`config.mk`:
```
export PLATFORM = sky130hd
export DESIGN_NAME = led_pwm_dimmer
export DESIGN_NICKNAME = d
export VERILOG_FILES = /design/src/rtl/led_ctrl_pkg.sv /design/src/rtl/key_debounce.sv /design/src/rtl/led_pwm_dimmer.sv
export SDC_FILE = /design/constraint.sdc
export NUM_CORES = 1
export LEC_CHECK = 0
export CAP_MARGIN = 20
export CORE_ASPECT_RATIO = 1.2
export CORE_MARGIN = 2
export CORE_UTILIZATION = 59
export DETAILED_ROUTE_END_ITERATION = 7
export MAX_ROUTING_LAYER = met4
export PLACE_DENSITY = 0.79
export SETUP_SLACK_MARGIN = 0.02
export SLEW_MARGIN = 40
export SYNTH_ARGS = -nofsm -noshare
export SYNTH_HDL_FRONTEND = slang
export SYNTH_HIERARCHICAL = 1
export SYNTH_SLANG_ARGS = --single-unit
```
`constraint.sdc`:
```
create_clock -name sys_clk -period 3.6 [get_ports sys_clk]
set_input_delay 0.72 -clock sys_clk [delete_from_list [all_inputs] [get_ports sys_clk]]
set_output_delay 0.72 -clock sys_clk [all_outputs]
set_load 0.1 [all_outputs]
```
`src/rtl/led_ctrl_pkg.sv`:
```
// -----------------------------------------------------------------------------
// led_ctrl_pkg
// Shared constants, FSM state encoding and saturating level helpers for the
// LED brightness stage (led_pwm_dimmer and its key_debounce sub-module).
//
// Contents:
//   LVL_W / LVL_MAX  : brightness level width and ceiling (16 levels)
//   PWM_W            : PWM counter / duty width (256 steps)
//   breath_state_e   : breathing FSM states (MANUAL, BREATH_UP, BREATH_DN)
//   lvl_inc/lvl_dec  : level step with saturation at LVL_MAX / 0
// -----------------------------------------------------------------------------
package led_ctrl_pkg;

  localparam int LVL_W   = 4;
  localparam int LVL_MAX = 15;
  localparam int PWM_W   = 8;

  typedef enum logic [1:0] {
    MANUAL    = 2'd0,
    BREATH_UP = 2'd1,
    BREATH_DN = 2'd2
  } breath_state_e;

  // One level brighter, holding at the top level
  function automatic logic [LVL_W-1:0] lvl_inc(input logic [LVL_W-1:0] lvl);
    return (lvl == LVL_W'(LVL_MAX)) ? lvl : lvl + LVL_W'(1);
  endfunction

  // One level dimmer, holding at zero
  function automatic logic [LVL_W-1:0] lvl_dec(input logic [LVL_W-1:0] lvl);
    return (lvl == '0) ? lvl : lvl - LVL_W'(1);
  endfunction

endpackage

```
`src/rtl/key_debounce.sv`:
```
// -----------------------------------------------------------------------------
// key_debounce
// Synchronises one raw active-low push-button and debounces it. The debounced
// state only follows the synchronised input once that input has held its new
// value for DEB_CYC consecutive cycles; any bounce restarts the count.
// A debounced press (released -> pressed) yields a single-cycle pulse;
// releasing the key produces nothing.
//
// Parameters:
//   DEB_CYC   : number of stable cycles required before the state changes
// Ports:
//   sys_clk   : in  system clock, rising edge
//   rst_n     : in  asynchronous active-low reset (state -> released)
//   key_n     : in  raw key, active-low, asynchronous to sys_clk
//   key_press : out one-cycle pulse on a debounced press
// -----------------------------------------------------------------------------
module key_debounce #(
  parameter int DEB_CYC = 1_000_000
) (
  input  logic sys_clk,
  input  logic rst_n,
  input  logic key_n,
  output logic key_press
);

  localparam int CNT_W = (DEB_CYC > 1) ? $clog2(DEB_CYC) : 1;

  logic             r_sync1;
  logic             r_sync2;
  logic             r_stable;
  logic [CNT_W-1:0] r_cnt;
  logic             w_differs;
  logic             w_done;

  assign w_differs = (r_sync2 != r_stable);
  // The new value has been seen for the last required cycle in this cycle
  assign w_done    = w_differs && (r_cnt == CNT_W'(DEB_CYC - 1));

  // Two-flop synchroniser; idles at "released" (high)
  always_ff @(posedge sys_clk or negedge rst_n) begin
    if (!rst_n) begin
      r_sync1 <= 1'b1;
      r_sync2 <= 1'b1;
    end else begin
      r_sync1 <= key_n;
      r_sync2 <= r_sync1;
    end
  end

  // Stability counter: runs while the synchronised input disagrees with the
  // debounced state and is cleared whenever they agree again (bounce)
  always_ff @(posedge sys_clk or negedge rst_n) begin
    if (!rst_n) begin
      r_cnt    <= '0;
      r_stable <= 1'b1;
    end else if (!w_differs) begin
      r_cnt    <= '0;
    end else if (w_done) begin
      r_cnt    <= '0;
      r_stable <= r_sync2;
    end else begin
      r_cnt    <= r_cnt + CNT_W'(1);
    end
  end

  // Pulse coincides with the cycle in which the debounced state falls
  assign key_press = w_done && !r_sync2;

endmodule

```
`src/rtl/led_pwm_dimmer.sv`:
```
// -----------------------------------------------------------------------------
// led_pwm_dimmer
// Brightness stage behind the LED blink generator. The 8-bit blink pattern is
// gated by a 256-step PWM whose duty is {level, level}. Two debounced keys
// step the 16-level brightness up/down (saturating).
//
// Optional feature macro: LED_BREATH_EN
//   defined   : adds a breathing FSM (MANUAL / BREATH_UP / BREATH_DN) toggled
//               by key_mode, stepping the level every BREATH_STEP_MS ms
//   undefined : manual control only; key_mode is not used
//
// Parameters:
//   CLK_FREQ, PWM_FREQ : PWM prescaler DIV = CLK_FREQ/(PWM_FREQ*256), >= 1
//   DEB_MS             : key debounce time in ms
//   INIT_LEVEL         : brightness level after reset (0..15)
//   BREATH_STEP_MS     : breathing step interval in ms
// Ports:
//   sys_clk  : in  system clock, rising edge
//   rst_n    : in  asynchronous active-low reset
//   led_in   : in  [7:0] blink pattern, 1 = lit
//   key_up   : in  raw brighter key, active-low
//   key_dn   : in  raw dimmer key, active-low
//   key_mode : in  raw breathing mode key, active-low
//   led_out  : out [7:0] registered gated LED drive, 1 = lit
//   level    : out [3:0] current brightness level
// -----------------------------------------------------------------------------
module led_pwm_dimmer
  import led_ctrl_pkg::*;
#(
  parameter int CLK_FREQ       = 50_000_000,
  parameter int PWM_FREQ       = 1_000,
  parameter int DEB_MS         = 20,
  parameter int INIT_LEVEL     = 8,
  parameter int BREATH_STEP_MS = 62
) (
  input  logic             sys_clk,
  input  logic             rst_n,
  input  logic [7:0]       led_in,
  input  logic             key_up,
  input  logic             key_dn,
  input  logic             key_mode,
  output logic [7:0]       led_out,
  output logic [LVL_W-1:0] level
);

  localparam int DIV     = CLK_FREQ / (PWM_FREQ * 256);
  localparam int DEB_CYC = CLK_FREQ / 1000 * DEB_MS;
  localparam int PRE_W   = (DIV > 1) ? $clog2(DIV) : 1;

  logic             w_upPress;
  logic             w_dnPress;
  logic             w_tick;
  logic             w_pwmOn;
  logic [PRE_W-1:0] r_presc;
  logic [PWM_W-1:0] r_pwmCnt;
  logic [PWM_W-1:0] r_duty;
  logic [7:0]       r_ledOut;
  logic [LVL_W-1:0] r_level;
  logic [LVL_W-1:0] w_levelNext;
  logic [LVL_W-1:0] w_manualLevel;

  key_debounce #(.DEB_CYC(DEB_CYC)) u_keyUp (
    .sys_clk   (sys_clk),
    .rst_n     (rst_n),
    .key_n     (key_up),
    .key_press (w_upPress)
  );

  key_debounce #(.DEB_CYC(DEB_CYC)) u_keyDn (
    .sys_clk   (sys_clk),
    .rst_n     (rst_n),
    .key_n     (key_dn),
    .key_press (w_dnPress)
  );

  // Prescaler: one PWM tick every DIV clocks
  assign w_tick = (r_presc == PRE_W'(DIV - 1));

  always_ff @(posedge sys_clk or negedge rst_n) begin
    if (!rst_n)      r_presc <= '0;
    else if (w_tick) r_presc <= '0;
    else             r_presc <= r_presc + PRE_W'(1);
  end

  // Duty only reloads as the counter wraps so a level change never cuts a
  // PWM period short or stretches it
  always_ff @(posedge sys_clk or negedge rst_n) begin
    if (!rst_n) begin
      r_pwmCnt <= '0;
      r_duty   <= '0;
    end else if (w_tick) begin
      r_pwmCnt <= r_pwmCnt + PWM_W'(1);
      if (r_pwmCnt == '1) r_duty <= {r_level, r_level};
    end
  end

  // Full duty must stay lit for all 256 counts, not just 255
  assign w_pwmOn = (r_pwmCnt < r_duty) || (r_duty == '1);

  always_ff @(posedge sys_clk or negedge rst_n) begin
    if (!rst_n) r_ledOut <= '0;
    else        r_ledOut <= led_in & {8{w_pwmOn}};
  end

  assign led_out = r_ledOut;

  // Manual key stepping; both keys together cancel out
  always_comb begin
    w_manualLevel = r_level;
    if (w_upPress && !w_dnPress)      w_manualLevel = lvl_inc(r_level);
    else if (w_dnPress && !w_upPress) w_manualLevel = lvl_dec(r_level);
  end

`ifdef LED_BREATH_EN
  localparam int STEP_CYC = CLK_FREQ / 1000 * BREATH_STEP_MS;
  localparam int STEP_W   = (STEP_CYC > 1) ? $clog2(STEP_CYC) : 1;

  breath_state_e     r_state;
  breath_state_e     w_stateNext;
  logic              w_modePress;
  logic              w_stepExpire;
  logic [STEP_W-1:0] r_stepCnt;

  key_debounce #(.DEB_CYC(DEB_CYC)) u_keyMode (
    .sys_clk   (sys_clk),
    .rst_n     (rst_n),
    .key_n     (key_mode),
    .key_press (w_modePress)
  );

  assign w_stepExpire = (r_stepCnt == STEP_W'(STEP_CYC - 1));

  // Step timer is held clear in MANUAL so breathing always starts with a
  // full interval
  always_ff @(posedge sys_clk or negedge rst_n) begin
    if (!rst_n)                                r_stepCnt <= '0;
    else if (r_state == MANUAL || w_stepExpire) r_stepCnt <= '0;
    else                                       r_stepCnt <= r_stepCnt + STEP_W'(1);
  end

  always_ff @(posedge sys_clk or negedge rst_n) begin
    if (!rst_n) r_state <= MANUAL;
    else        r_state <= w_stateNext;
  end

  // A mode press always takes precedence over a coincident step expiry
  always_comb begin
    w_stateNext = r_state;
    w_levelNext = r_level;
    case (r_state)
      MANUAL: begin
        if (w_modePress) w_stateNext = BREATH_UP;
        else             w_levelNext = w_manualLevel;
      end
      BREATH_UP: begin
        if (w_modePress) begin
          w_stateNext = MANUAL;
        end else if (w_stepExpire) begin
          w_levelNext = lvl_inc(r_level);
          if (w_levelNext == LVL_W'(LVL_MAX)) w_stateNext = BREATH_DN;
        end
      end
      BREATH_DN: begin
        if (w_modePress) begin
          w_stateNext = MANUAL;
        end else if (w_stepExpire) begin
          w_levelNext = lvl_dec(r_level);
          if (w_levelNext == '0) w_stateNext = BREATH_UP;
        end
      end
      default: w_stateNext = MANUAL;
    endcase
  end
`else
  logic        w_unusedMode;
  logic [31:0] w_unusedStep;

  assign w_unusedMode = key_mode;
  assign w_unusedStep = 32'(BREATH_STEP_MS);
  assign w_levelNext  = w_manualLevel;
`endif

  always_ff @(posedge sys_clk or negedge rst_n) begin
    if (!rst_n) r_level <= LVL_W'(INIT_LEVEL);
    else        r_level <= w_levelNext;
  end

  assign level = r_level;

endmodule

```
# Word-level counts from Yosys, hierarchy flattened
# Index checks and enable logic that the tools add are counted.
[totals] reg_bits=82 latch_bits=0 mem_bits_rw=0 romBits=0 in_bits=13 out_inout_bits=12 elab_cells=57 n_memories=0
[classes] add_sub_neg=6 mul=0 div_mod_pow=0 n_lt_le_gt_ge=1 n_eq_ne=10 n_shift=0 muxes=9 bitwise=1 n_reduce_logical=17
[op_table] cell="two-way mux 20 bit" count=4
[op_table] cell="adder 20 x 1 -> 20 bit, second input constant" count=2
[op_table] cell="equality test 20 bit, second input constant" count=2
[op_table] cell="equality test 8 bit, second input constant" count=3
[op_table] cell="adder 8 x 1 -> 8 bit, second input constant" count=2
[op_table] cell="two-way mux 4 bit" count=4
[op_table] cell="AND 8 bit" count=1
[op_table] cell="less-than comparator 8 bit" count=1
[op_table] cell="two-way mux 8 bit" count=1
[op_table] cell="logical AND 1 bit" count=6
[op_table] cell="AND reduction 2 bit" count=3
[op_table] cell="adder 4 x 1 -> 4 bit, second input constant" count=1
[op_table] cell="equality test 4 bit, second input constant" count=1
[op_table] cell="zero test 1 bit" count=4
[op_table] cell="zero test 4 bit" count=1
[op_table] cell="inequality test 2 bit, second input constant" count=2
[op_table] cell="subtractor 4 x 1 -> 4 bit, second input constant" count=1
[op_table] cell="AND reduction 3 bit" count=1
[op_table] cell="inequality test 1 bit" count=2
[op_table] cell="nonzero test 2 bit" count=1
[op_table] cell="logical OR 1 bit" count=1

# Longest topological paths before layout
[depth] depth_word=7 mapped_depth=12

# By module
# Netlist, hierarchy kept.
[by_module_without_submodules] module="key_debounce" instances=2 cells_each=106 area_per_inst_um2=1163.6 seq_area_each_um2=579.3
[by_module_without_submodules] module="led_pwm_dimmer" instances=1 cells_each=139 area_per_inst_um2=1627.8 seq_area_each_um2=802.0

# Least setup slack after synthesis
# No wires, ideal clock.
[synth_path] path_kind="reg2reg" start="register u_keyDn.r_cnt[11]" end="register r_level[3] (netlist: level[3])" setup_time_ns=0.081 arrival_ns=2.987 required_ns=3.519 slack_ns=0.532 stages_incl_launch_ff=13 path_buffers=0 synth_period_minus_slack_ns=3.068 cell_sequence="dfrtp_1 > nor4_2 > nand4_2 > or4_4 > nor3b_1 > inv_1 > ha_1 > inv_1 > ha_1 > a21o_1 > a21oi_1 > mux2_2 > o211ai_1"
[synth_between] elab_chain_cells=7 elab_cells_between_ends=11 cone_classes="eq/ne: 3; mux: 1; reduce/logical: 7"
[synth_rtl] item="start, declared" line="key_debounce.sv:31" source="logic [CNT_W-1:0] r_cnt;"
[synth_rtl] item="start signal, assigned" line="key_debounce.sv:62" source="r_cnt <= r_cnt + CNT_W'(1);"
[synth_rtl] item="equality test 20 bit *" line="key_debounce.sv:37" source="assign w_done = w_differs && (r_cnt == CNT_W'(DEB_CYC - 1));"
[synth_rtl] item="logical AND 1 bit *" line="key_debounce.sv:37"
[synth_rtl] item="logical AND 1 bit *" line="key_debounce.sv:67" source="assign key_press = w_done && !r_sync2;"
[synth_rtl] item="named net w_dnPress" line="led_pwm_dimmer.sv:51" source="logic w_dnPress;"
[synth_rtl] item="zero test 1 bit" line="led_pwm_dimmer.sv:110" source="if (w_upPress && !w_dnPress) w_manualLevel = lvl_inc(r_level);"
[synth_rtl] item="logical AND 1 bit" line="led_pwm_dimmer.sv:110"
[synth_rtl] item="inequality test 2 bit (no source line) or nonzero test 2 bit (tied branches)"
[synth_rtl] item="AND reduction 3 bit (no source line)"
[synth_rtl] item="end signal, assigned" line="led_pwm_dimmer.sv:184" source="if (!rst_n) r_level <= LVL_W'(INIT_LEVEL);"
[synth_rtl] item="end signal, assigned" line="led_pwm_dimmer.sv:185" source="else r_level <= w_levelNext;"
[synth_rtl] item="end, declared" line="led_pwm_dimmer.sv:58" source="logic [LVL_W-1:0] r_level;"
# The timed path passes the listed nets; every way through them passes the cells marked *.
# A chain may end at the register's enable or synchronous reset.

# Final worst setup path
[layout_path] start="register u_keyUp.r_cnt[11]" end="register r_level[3] (netlist: level[3])"
[layout_between] elab_chain_cells=7 elab_cells_between_ends=11 cone_classes="eq/ne: 3; mux: 1; reduce/logical: 7"
[layout_rtl] item="start, declared" line="key_debounce.sv:31"
[layout_rtl] item="start signal, assigned" line="key_debounce.sv:62"
[layout_rtl] item="equality test 20 bit *" line="key_debounce.sv:37"
[layout_rtl] item="logical AND 1 bit *" line="key_debounce.sv:37"
[layout_rtl] item="logical AND 1 bit *" line="key_debounce.sv:67"
[layout_rtl] item="named net w_upPress" line="led_pwm_dimmer.sv:50" source="logic w_upPress;"
[layout_rtl] item="zero test 1 bit" line="led_pwm_dimmer.sv:111" source="else if (w_dnPress && !w_upPress) w_manualLevel = lvl_dec(r_level);"
[layout_rtl] item="logical AND 1 bit" line="led_pwm_dimmer.sv:111"
[layout_rtl] item="nonzero test 2 bit (no source line)"
[layout_rtl] item="AND reduction 3 bit (no source line)"
# Marked as above.

==> run summary <==
The run finished with clean final reports. Setup repair after global routing left no endpoint under its margin. In this run the deepest clock path goes through 2 buffers. The power per unit of standard cell area came out at ~370 nW/µm². The highest ir drop seen on vdd is 0.000289 V. Global routing used a little under a quarter of the available tracks. Measured along the y axis, the die boundary spans roughly 94 µm. The number of design-rule violations left by the first detailed-router iteration came out at between 150 and 200. In the synthesized netlist the dominant register cell turns out to be sky130_fd_sc_hd__dfrtp_1.

By area the synthesized netlist is led by sky130_fd_sc_hd__dfrtp_1 45%, sky130_fd_sc_hd__xnor2_1 4.9%, sky130_fd_sc_hd__ha_1 4.7%. The total of warnings raised by yosys came out at 6. The core box area came out at about 6400 µm².

The share of layout cells above drive strength 1 came out at between 10% and 20%. The slew at the pin closest to its max-slew limit is between 600 and 700 ps. The routed design could run at a clock period as short as approximately 3300 ps. The first-pass detailed-route iteration total came out at 4. The routed metal-1 wirelength came out at between 3000 and 4000 µm. The endpoint kind of the worst setup timing path is a flip-flop. The timing-limited maximum frequency is roughly 300 MHz. The number of library cell types mapped by synthesis is 47. At the later pin of the worst-skew pair, clock insertion delay measures about 340 ps. The total of max-cap violations came out at 0. The data arrival time of the worst path is 3600 ps. The count of final hold-check violations came out at 0. The final clock period utilization by the worst path is ~90%. After filler insertion, the fill cell instance count of the layout stands at around 470.

The total number of H-tree levels came out at 3. Relative to the synthesized area, the layout overhead comes to 14.1%. The net count of the finished layout is just over 400. In the detailed route, the total length drawn on met2 is ~3700 µm.

For this block, the routed nets add up to around 7300 µm of wire. The clock root buffer master is sky130_fd_sc_hd__clkbuf_8. The worst setup path is of the flip-flop to flip-flop kind. The analysis attributes to cell leakage a power of ~0.002 µW. The utilization after layout came out at about 70%. At the end of routability-driven placement, the weighted congestion stood at about 0.86. The die is 78.7 µm wide.

Synthesis produced a netlist whose cell count is approximately 350. STA classifies the critical path startpoint as a flip-flop. Of the synthesized area, sequential elements account for 49.6%. After synthesis, the share of flip-flops with an asynchronous set or reset is 100%.

The initial antenna violation count was 0. The total DRC errors in the routed layout came out at 0. The tree built by TritonCTS fans out to between 70 and 80 sinks. The routed wire length on met3 came out at approximately 260 µm. The fraction of post-synthesis cell area in the top cell type by area came out at approximately 45%.

The most common cell in the synthesized netlist is sky130_fd_sc_hd__dfrtp_1. The via-per-instance ratio is between 5 and 6. The via count of the first global-routing pass came to 2746. The floorplan step defined a die boundary enclosing roughly 7400 µm².

The site row count is 32. The startpoint identified for the worst register-to-register timing path is u_keyUp/r_cnt[11]$_DFF_PN0_. In this run, post-CTS hold repair placed 0 buffers. The number of top-level pins came out at 25. The largest fanout on the critical path came out at 5. The number of flops mapped to enable cells by yosys came out at 0. In the final timing run, aggregate negative setup slack is 0 ps. The first-pass GRT wire length is approximately 13000 µm. The initial utilization of the core area, before any placement, comes to 61.4%. The setup clock skew after layout is around 6.6 ps. The relative slew slack is 53.8%. The number of inserted diodes came out at 0. The type of the most critical hold path is flip-flop to flip-flop. The leftover overflow at the end of global routing is 0.

Setup violations remaining at the end of the flow were counted as 0. The number of nets in the synthesized netlist came out at 380. The number of CTS-inserted buffers came out at 9. The top routing layer in use is met4.

The critical path starts at u_keyUp/r_cnt[11]$_DFF_PN0_. The number of register bits inferred by synthesis came out at between 70 and 80. The clock-pin slew on the worst setup and hold paths is around 80 ps. The average cell area after synthesis is ~11 µm². Detailed routing inserted a total of around 2700 vias. The worst hold path begins at u_keyUp/r_sync1$_DFF_PN1_. Entering global routing, the biggest net connects just under 80 pins. The final antenna-violating net count came out at 0. The commonest cells after synthesis are 71 x sky130_fd_sc_hd__dfrtp_1, 39 x sky130_fd_sc_hd__nor2_1, 22 x sky130_fd_sc_hd__xnor2_1. The area of the mapped netlist is between 3000 and 4000 µm². The required time of the critical path is between 3000 and 4000 ps. The detailed-route wire length per cell is about 15 µm. TritonCTS built the clock tree. The number of max-slew violations in the final report is 0. The port buffer count is 23. The detailed placer's ending HPWL is about 4900 µm. The largest total area in the synthesized netlist belongs to sky130_fd_sc_hd__dfrtp_1.
## critical path, stage by stage, from the launching register on
cell and delay (ps):
sky130_fd_sc_hd__dfrtp_1 440, sky130_fd_sc_hd__nor4_2 320, sky130_fd_sc_hd__nand4_2 180, sky130_fd_sc_hd__or4_4 550, sky130_fd_sc_hd__nor3b_2 240, sky130_fd_sc_hd__ha_1 280, sky130_fd_sc_hd__inv_1 140, sky130_fd_sc_hd__ha_1 300
sky130_fd_sc_hd__a21o_1 170, sky130_fd_sc_hd__a21oi_2 190, sky130_fd_sc_hd__mux2_2 360, sky130_fd_sc_hd__o211ai_1 100
## registers in the layout, summed over array words and instances, names as in the netlist
| name | flops |
|---|---|
| u_keyDn/r_sync1 | 1 |
| level | 4 |
| r_duty | 4 |
| u_keyDn/r_stable | 1 |
| u_keyDn/r_cnt | 20 |
| r_presc | 8 |
| u_keyUp/r_stable | 1 |
| r_pwmCnt | 8 |
| u_keyDn/r_sync2 | 1 |
| u_keyUp/r_cnt | 20 |
| led_out | 8 |
| u_keyUp/r_sync2 | 1 |
| u_keyUp/r_sync1 | 1 |
## timing repair
| action | CTS | global route |
|---|---|---|
| endpoints found under the hold margin | 0 | 0 |
| resized for setup | 0 | 4 |
| endpoints found under the setup margin | 0 | 1 |
| buffers inserted | 0 | 0 |
## metal layers
layer / up-vias / track usage (%)
li1: 1342 / -
met1: 1333 / 30.6
met2: 59 / 35.3
met3: 11 / 4.71
met4: 0 / 7.46
met5: - / -
## through the flow
stage | setup WS [ps] | power [µW] | hold slack [ps] | cell area (µm²) | cells
5_1_grt | 65.7 | 1760 | 362 | 4510 | 475
3_5_place_dp | 132 | 962 | 347 | 4260 | 459
6_report | 263 | 1690 | 358 | 4510 | 475
3_3_place_gp | 159 | 958 | 347 | 4270 | 457
4_1_cts | 66.9 | 1710 | 359 | 4490 | 475
2_1_floorplan | 532 | 926 | 345 | 3960 | 351
## cell usage in the layout, fill, tap and decap left out, types with 3 or more instances in the layout
master / synthesis / layout
sky130_fd_sc_hd__a21boi_0: 8 / 8
sky130_fd_sc_hd__a21oi_1: 14 / 13
sky130_fd_sc_hd__and3_1: 11 / 11
sky130_fd_sc_hd__and4_1: 5 / 5
sky130_fd_sc_hd__buf_2: 1 / 9
sky130_fd_sc_hd__buf_4: 3 / 5
sky130_fd_sc_hd__buf_6: 0 / 3
sky130_fd_sc_hd__clkbuf_8: 0 / 11
sky130_fd_sc_hd__clkdlybuf4s50_1: 0 / 10
sky130_fd_sc_hd__dfrtp_1: 71 / 71
sky130_fd_sc_hd__dfstp_2: 7 / 7
sky130_fd_sc_hd__ha_1: 15 / 15
sky130_fd_sc_hd__inv_1: 12 / 12
sky130_fd_sc_hd__mux2_2: 8 / 8
sky130_fd_sc_hd__mux2i_1: 3 / 3
sky130_fd_sc_hd__nand2_1: 18 / 18
sky130_fd_sc_hd__nand3_1: 13 / 13
sky130_fd_sc_hd__nand3_2: 5 / 5
sky130_fd_sc_hd__nand4_1: 10 / 10
sky130_fd_sc_hd__nand4_2: 4 / 4
sky130_fd_sc_hd__nor2_1: 39 / 39
sky130_fd_sc_hd__nor3_1: 7 / 7
sky130_fd_sc_hd__nor4_2: 4 / 3
sky130_fd_sc_hd__o21ai_0: 4 / 4
sky130_fd_sc_hd__o31ai_1: 6 / 6
sky130_fd_sc_hd__or3_1: 3 / 3
sky130_fd_sc_hd__or4_1: 7 / 7
sky130_fd_sc_hd__xnor2_1: 22 / 22
sky130_fd_sc_hd__xor2_1: 19 / 19
## area by class of cell
class	instances	area (µm²)	share of cell area, %
repair buffers	27	216	4.80
multi-input cells	257	1950	43.2
flip-flops and latches	78	1960	43.4
well taps	85	106	2.36
clock buffers	11	151	3.35
inverters	12	45.0	0.998
clock inverters	5	81.3	1.80
## cell families after synthesis
family          synth area share (%)
fa+ha+maj                       5.25
compound gates                  8.00
buf+inv                         1.83
simple gates                    22.5
mux                             3.80
flops                           49.6
xor+xnor                        9.08
## where the power goes
group	internal, µW	total, µW	switching, µW
Combinational	21.6	52.3	30.7
Sequential	885	892	7.10
Clock	428	747	318
## final timing paths
path	depth (start not counted)	slack, ps	endpoint
max	11	260	level[3]$_DFFE_PN1P_
min	0	360	u_keyUp/r_sync2$_DFF_PN1_
max reg2reg	11	260	level[3]$_DFFE_PN1P_
min reg2reg	0	360	u_keyUp/r_sync2$_DFF_PN1_
max in group asynchronous	1	2730	led_out[7]$_DFF_PN0_
min in group asynchronous	1	390	u_keyUp/r_cnt[9]$_DFF_PN0_
Power figures use the tool's default switching activity.
